File: config.mk
export PLATFORM = sky130hd
export DESIGN_NAME = knightrider_scheduler_flat
export DESIGN_NICKNAME = d
export VERILOG_FILES = /design/src/rtl/knightrider_scheduler_if.sv /design/src/rtl/knightrider_scheduler.sv /design/src/flat_wrapper.sv
export SDC_FILE = /design/constraint.sdc
export NUM_CORES = 1
export LEC_CHECK = 0
export CAP_MARGIN = 5
export CORE_MARGIN = 2
export CORE_UTILIZATION = 40
export DETAILED_ROUTE_END_ITERATION = 16
export PLACE_DENSITY = 0.68
export SLEW_MARGIN = 20
export SYNTH_ARGS = -nofsm -noshare
export SYNTH_HDL_FRONTEND = slang
export SYNTH_SLANG_ARGS = --single-unit
File: constraint.sdc
create_clock -name clk -period 6.86 [get_ports clk]
set_clock_uncertainty 0.15 [all_clocks]
set_input_delay 1.372 -clock clk [delete_from_list [all_inputs] [get_ports clk]]
set_output_delay 1.372 -clock clk [all_outputs]
set_load 0.01 [all_outputs]
File: src/rtl/knightrider_scheduler_if.sv
// Handshake/status bundle for the knightrider_scheduler LED scanner.
// The master drives requests and motion controls; the slave returns the LED/status view.
interface knightrider_scheduler_if;
  logic       start;
  logic       stop;
  logic [1:0] mode;
  logic [3:0] speed;
  logic [7:0] leds;
  logic [2:0] pos;
  logic       dir;
  logic       busy;
  logic       step;
  logic       sweep_done;

  modport master (
    output start, stop, mode, speed,
    input  leds, pos, dir, busy, step, sweep_done
  );

  modport slave (
    input  start, stop, mode, speed,
    output leds, pos, dir, busy, step, sweep_done
  );
endinterface

File: src/rtl/knightrider_scheduler.sv
// Scanning-LED position scheduler: bounce / wrap-up / wrap-down / hold motion, drain to HOME on stop.
// Define KNIGHTRIDER_TRAIL_EN to also light the previously visited position while busy.
module knightrider_scheduler #(
  parameter int unsigned TICK_DIV = 4,
  parameter logic [2:0]  HOME     = 3'd0
) (
  input  logic                  clk,
  input  logic                  arst_n,
  knightrider_scheduler_if.slave bus
);
  localparam int CNT_W = 21;

  typedef enum logic [1:0] {IDLE = 2'd0, RUN = 2'd1, DRAIN = 2'd2} state_t;

  state_t           state;
  logic [CNT_W-1:0] cnt;
  logic [3:0]       spd;
  logic [2:0]       pos_r;
  logic             dir_r;
  logic [7:0]       leds_r;
  logic             busy_r;
  logic             step_r;
  logic             done_r;

  logic [CNT_W-1:0] period_m1;
  logic             terminal;
  logic             adv;
  logic [2:0]       run_pos;
  logic             run_dir;
  logic             run_done;
  logic [2:0]       drain_pos;
  logic             drain_dir;

  function automatic logic [7:0] onehot(input logic [2:0] p);
    return 8'b1 << p;
  endfunction

  // Returns {dir, pos} after one step in the given motion mode.
  function automatic logic [3:0] run_move(input logic [1:0] m, input logic [2:0] p, input logic d);
    logic [3:0] res;
    res = {d, p};
    case (m)
      2'b00: begin
        if (d && p == 3'd7)       res = {1'b0, 3'd6};
        else if (!d && p == 3'd0) res = {1'b1, 3'd1};
        else if (d)               res = {1'b1, p + 3'd1};
        else                      res = {1'b0, p - 3'd1};
      end
      2'b01:   res = {1'b1, p + 3'd1};
      2'b10:   res = {1'b0, p - 3'd1};
      default: res = {d, p};
    endcase
    return res;
  endfunction

  function automatic logic sweep_hit(input logic [1:0] m, input logic [2:0] p);
    logic hit;
    case (m)
      2'b00:   hit = (p == 3'd0) || (p == 3'd7);
      2'b01:   hit = (p == 3'd0);
      2'b10:   hit = (p == 3'd7);
      default: hit = 1'b0;
    endcase
    return hit;
  endfunction

  assign period_m1 = (CNT_W'(spd) + CNT_W'(1)) * CNT_W'(TICK_DIV) - CNT_W'(1);
  assign terminal  = (cnt == period_m1);

  // A step only fires when no request redirects the FSM on the same edge.
  always_comb begin
    adv = 1'b0;
    if (terminal) begin
      if (state == RUN)   adv = !bus.stop;
      if (state == DRAIN) adv = !bus.start;
    end
    {run_dir, run_pos} = run_move(bus.mode, pos_r, dir_r);
    run_done = sweep_hit(bus.mode, run_pos);
    if (pos_r > HOME) begin
      drain_pos = pos_r - 3'd1;
      drain_dir = 1'b0;
    end else begin
      drain_pos = pos_r + 3'd1;
      drain_dir = 1'b1;
    end
  end

  always_ff @(posedge clk or negedge arst_n) begin
    if (!arst_n) begin
      state  <= IDLE;
      pos_r  <= HOME;
      dir_r  <= 1'b1;
      leds_r <= 8'h00;
      busy_r <= 1'b0;
      step_r <= 1'b0;
      done_r <= 1'b0;
      cnt    <= '0;
      spd    <= '0;
    end else begin
      step_r <= adv;
      done_r <= 1'b0;
      if (adv) begin
        cnt <= '0;
        spd <= bus.speed;
      end
      case (state)
        IDLE: begin
          cnt <= '0;
          spd <= bus.speed;
          if (bus.start) begin
            state  <= RUN;
            busy_r <= 1'b1;
            leds_r <= onehot(pos_r);
          end
        end
        RUN: begin
          if (bus.stop) begin
            cnt <= '0;
            if (pos_r == HOME) begin
              state  <= IDLE;
              busy_r <= 1'b0;
              leds_r <= 8'h00;
            end else begin
              state <= DRAIN;
            end
          end else if (adv) begin
            pos_r  <= run_pos;
            dir_r  <= run_dir;
            done_r <= run_done;
            leds_r <= onehot(run_pos);
          end else begin
            cnt <= cnt + CNT_W'(1);
          end
        end
        DRAIN: begin
          if (bus.start) begin
            state <= RUN;
            cnt   <= '0;
          end else if (adv) begin
            pos_r <= drain_pos;
            dir_r <= drain_dir;
            if (drain_pos == HOME) begin
              state  <= IDLE;
              busy_r <= 1'b0;
              leds_r <= 8'h00;
            end else begin
              leds_r <= onehot(drain_pos);
            end
          end else begin
            cnt <= cnt + CNT_W'(1);
          end
        end
        default: state <= IDLE;
      endcase
    end
  end

`ifdef KNIGHTRIDER_TRAIL_EN
  logic [2:0] prev_pos;

  always_ff @(posedge clk or negedge arst_n) begin
    if (!arst_n)                              prev_pos <= HOME;
    else if ((state == IDLE && bus.start) || adv) prev_pos <= pos_r;
  end

  assign bus.leds = leds_r | (busy_r ? onehot(prev_pos) : 8'h00);
`else
  assign bus.leds = leds_r;
`endif

  assign bus.pos        = pos_r;
  assign bus.dir        = dir_r;
  assign bus.busy       = busy_r;
  assign bus.step       = step_r;
  assign bus.sweep_done = done_r;
endmodule

File: src/flat_wrapper.sv
// flat-port wrapper written by rule: the top's interface ports become plain ports
module knightrider_scheduler_flat 
#(
  parameter int unsigned TICK_DIV = 4,
  parameter logic [2:0]  HOME     = 3'd0
)
  (clk, arst_n, bus_start, bus_stop, bus_mode, bus_speed, bus_leds, bus_pos, bus_dir, bus_busy, bus_step, bus_sweep_done);
  knightrider_scheduler_if bus_i ();
  input  logic clk;
  input  logic arst_n;
  input wire logic [$bits(bus_i.start)-1:0] bus_start;
  input wire logic [$bits(bus_i.stop)-1:0] bus_stop;
  input wire logic [$bits(bus_i.mode)-1:0] bus_mode;
  input wire logic [$bits(bus_i.speed)-1:0] bus_speed;
  output wire logic [$bits(bus_i.leds)-1:0] bus_leds;
  output wire logic [$bits(bus_i.pos)-1:0] bus_pos;
  output wire logic [$bits(bus_i.dir)-1:0] bus_dir;
  output wire logic [$bits(bus_i.busy)-1:0] bus_busy;
  output wire logic [$bits(bus_i.step)-1:0] bus_step;
  output wire logic [$bits(bus_i.sweep_done)-1:0] bus_sweep_done;
  assign bus_i.start = bus_start;
  assign bus_i.stop = bus_stop;
  assign bus_i.mode = bus_mode;
  assign bus_i.speed = bus_speed;
  assign bus_leds = bus_i.leds;
  assign bus_pos = bus_i.pos;
  assign bus_dir = bus_i.dir;
  assign bus_busy = bus_i.busy;
  assign bus_step = bus_i.step;
  assign bus_sweep_done = bus_i.sweep_done;
  knightrider_scheduler #(.TICK_DIV(TICK_DIV), .HOME(HOME)) u_core (.clk(clk), .arst_n(arst_n), .bus(bus_i));
endmodule
==> results.py <==
metrics = {
    "routing": {
        "dr.pass1.iters": 4,
        "drc": 0,
        "drt-initial-drc-count": 191,
        "via_per_inst": 5.437,
        "wl_per_cell_um": 14.74,
        "vias": 2501,
        "wl_um": 6780,
        "ant_nets": 0,
    },
    "power_and_ir_drop": {
        "p_per_area_nw_per_um2": 303.2,
        "p_int_uw": 606.3,
        "clockPowerShare_pct": 19.7,
        "ir_drop_mv": 0.1846,
        "pwr-share-seq_pct": 31.7,
        "combPwrFrac_pct": 48.6,
        "p_total_mw": 1.026,
        "power.leakage_nw": 1.444,
        "switching_share_pct": 40.88,
        "switchingPower_uw": 419.2,
    },
    "worst_setup_path": {
        "r2r_slack_ns": 3.15,
        "critPathMaxStageDelay_ns": 0.55,
        "cpMaxStageDelayCell": "or4_4",
        "timing.rr.start": "u_core.state[0]",
        "path_buf_inv": 1,
        "crit_chain": "clkdlybuf4s50_1 -> o21ai_0 -> nand4_1 -> or4_4 -> nor2_4 -> o2111ai_4 -> mux2_2",
        "crit_required_ns": 6.91,
        "crit_path_end_kind": "flop",
        "crit_fanout": 13,
        "critical-path-top-delay-family": "simple AND/OR/NAND/NOR gates",
        "worstSetupStartpoint": "bus_start",
        "critical_path_arrival_ns": 4.02,
        "crit_type": "in2reg",
        "crit_path_start_kind": "primary input",
    },
    "die": {
        "fp.dieW_um": 89.76,
        "rows": 31,
        "ios": 25,
        "start_util_pct": 40.99,
        "core_area_sq_um": 7176,
        "die_h_um": 89.76,
        "dieArea_sq_um": 8056,
    },
    "logic_synthesis": {
        "synth-async-reset-ratio_pct": 100.0,
        "synth_cell_types": 52,
        "synth_cells": 337,
        "postSynthAreaPerCell_sq_um": 8.729,
        "ys_seq_area_share_pct": 35.77,
        "synth_edf_count": 0,
        "synth_fp_nets": 366,
        "ys_ff_latch": 42,
        "synthFlopType": "dfrtp_1",
        "syn_area_sq_um": 2942,
        "ys_warn_count": 0,
    },
    "timing": {
        "rsz0062_at_grt": "false",
        "fmax_mhz": 251.8,
        "postLayoutSetupSlackWorst_ns": 2.888,
        "hold_violations": 0,
        "slew_violations": 0,
        "fin_crit_ns": 3.972,
        "slew_headroom_pct": 37.36,
        "tightest_slew_ns": 0.9397,
        "fin_crit_sh_pct": 57.90,
        "setup_viol": 0,
        "tns_ns": 0,
    },
    "cells_and_area": {
        "diodes": 0,
        "final_common_cell": "nor2_1",
        "final_cell_mix": "nor2_1 (45), dfrtp_1 (41), nand2_1 (28)",
        "final_nets": 389,
        "fin_util_pct": 47.13,
        "drive_gt1_share_pct": 7.479,
        "areaGrowthSynthToFinish_pct": 14.97,
    },
    "min_path": {
        "min_from": "u_core.bus.busy",
        "hold_class": "reg2reg",
    },
    "global_route": {
        "overflow": 0,
        "grt_start_max_net_pins": 43,
        "grt_pass1_vias": 2429,
        "antenna_found_initial": 0,
        "grt_pass1_wl_um": 11660,
        "grt_usage_pct": 17.38,
    },
    "clocking": {
        "cts_tree": "done",
        "numCtsBuffers": 5,
        "clk_pin_slew_ns": 0.09,
        "clkLatencyLatePin_ns": 0.31,
        "h-tree-depth": 2,
        "cts_hold_buf": 0,
        "cts.sinks": 42,
        "clock-root-buffer": "clkbuf_8",
        "cts_resized": 0,
        "clock_path_buffers": 2,
        "postCtsSetupBuffers": 0,
    },
    "placement": {
        "pre_cts_slack_ns": 2.574,
        "place_congestion": 0.9077,
        "port_buffers": 24,
        "place_hpwl_um": 4976,
    },
    "flow_run": {
        "maxCapViolCount": 0,
    },
    "outcome": {
        "outcome": "complete, no violations",
    },
}
power by group through the flow:
| stage | clock network, mW | logic (mW) | registers (mW) |
|---|---|---|---|
| final | 0.202 | 0.498 | 0.326 |
| after global routing | 0.218 | 0.554 | 0.333 |
| after detailed placement | 0 | 0.495 | 0.329 |
| after floorplan | 0 | 0.364 | 0.329 |
| after global placement | 0 | 0.491 | 0.329 |
| after CTS | 0.205 | 0.497 | 0.326 |
metrics by stage:
| step | area (sq um) | hold slack (ns) | cells |
|---|---|---|---|
| after floorplan | 2942 | 0.3610 | 337 |
| after global placement | 3268 | 0.3394 | 452 |
| after detailed placement | 3268 | 0.3330 | 452 |
| after CTS | 3382 | 0.3639 | 460 |
| after global routing | 3382 | 0.3782 | 460 |
| final | 3382 | 0.3579 | 460 |
area by class of cell:
| type | count | area, sq um |
|---|---|---|
| fillers | 691 | 3794 |
| multi-input cells | 267 | 1782 |
| flip-flops and latches | 42 | 1052 |
| repair buffers | 24 | 235.2 |
| well taps | 99 | 123.9 |
| inverters | 20 | 75.07 |
| clock buffers | 5 | 68.82 |
| clock inverters | 3 | 45.04 |
metal layers:
layer | share of wire [%] | GRT usage (%) | vias up
met3 | 4.2 | 3.437 | 7
met1 | 50 | 24.79 | 1188
li1 | - | - | 1245
met4 | 1.3 | 5.897 | 0
met5 | 0 | 0 | -
met2 | 45 | 26.45 | 61
worst register-to-register path, stage by stage, from the launching register on:
cell and delay, ns:
dfrtp_1 0.41, inv_1 0.09, ha_1 0.56, inv_1 0.27
o21ai_0 0.46, nand4_1 0.17, or4_4 0.55, nor2_4 0.32
o2111ai_4 0.26, mux2_2 0.35
kinds of logic (layout without fill, tap and decap cells):
group / count (synthesis) / after routing / share of synthesized area [%]
multiplexers: 18 / 18 / 6.636
buffers and inverters: 28 / 52 / 3.658
AO/OA/AOI/OAI: 62 / 62 / 13.95
adder cells (fa/ha/maj): 19 / 19 / 8.082
flip-flops: 42 / 42 / 35.77
AND/OR/NAND/NOR: 143 / 143 / 24.46
XOR/XNOR: 25 / 25 / 7.444
flip-flops by register name, indices dropped and copies added, names as in the netlist, 2 cells and up:
signal,cells
u_core.bus.leds,8
u_core.state,2
u_core.cnt,21
u_core.bus.pos,3
u_core.spd,4
cell usage after synthesis (all sizes together) (2+ instances only):
library cell	instances	area (sq um)
nor2	46	180.2
dfrtp	41	1026
nand2	28	105.1
a21oi	23	115.1
inv	20	75.07
ha	19	237.7
nand3	15	75.07
xor2	13	113.9
mux2	12	135.1
xnor2	12	105.1
nand4	11	68.82
o21ai	9	45.04
and3	7	43.79
clkbuf	6	22.52
mux2i	6	60.06
a31oi	5	31.28
nor2b	5	31.28
nor3b	5	37.54
nor4	5	31.28
o22ai	5	37.53
nor3	4	20.02
o211ai	4	30.03
o31ai	3	22.52
or4	3	26.27
a211o	2	17.52
and2	2	12.51
buf	2	10.01
nand2b	2	12.51
nand3b	2	15.01
o311ai	2	17.52
or2	2	12.51
or3	2	12.51
worst paths after layout:
kind | end | cells after the start
worst min register to register | u_core.bus.busy | 1
min in group asynchronous | u_core.cnt[17] | 1
worst max-delay path | u_core.bus.leds[5] | 7
worst max register to register | u_core.bus.leds[5] | 9
worst min-delay path | u_core.bus.busy | 1
max in group asynchronous | u_core.state[1] | 1
Power figures use the tool's default switching activity.
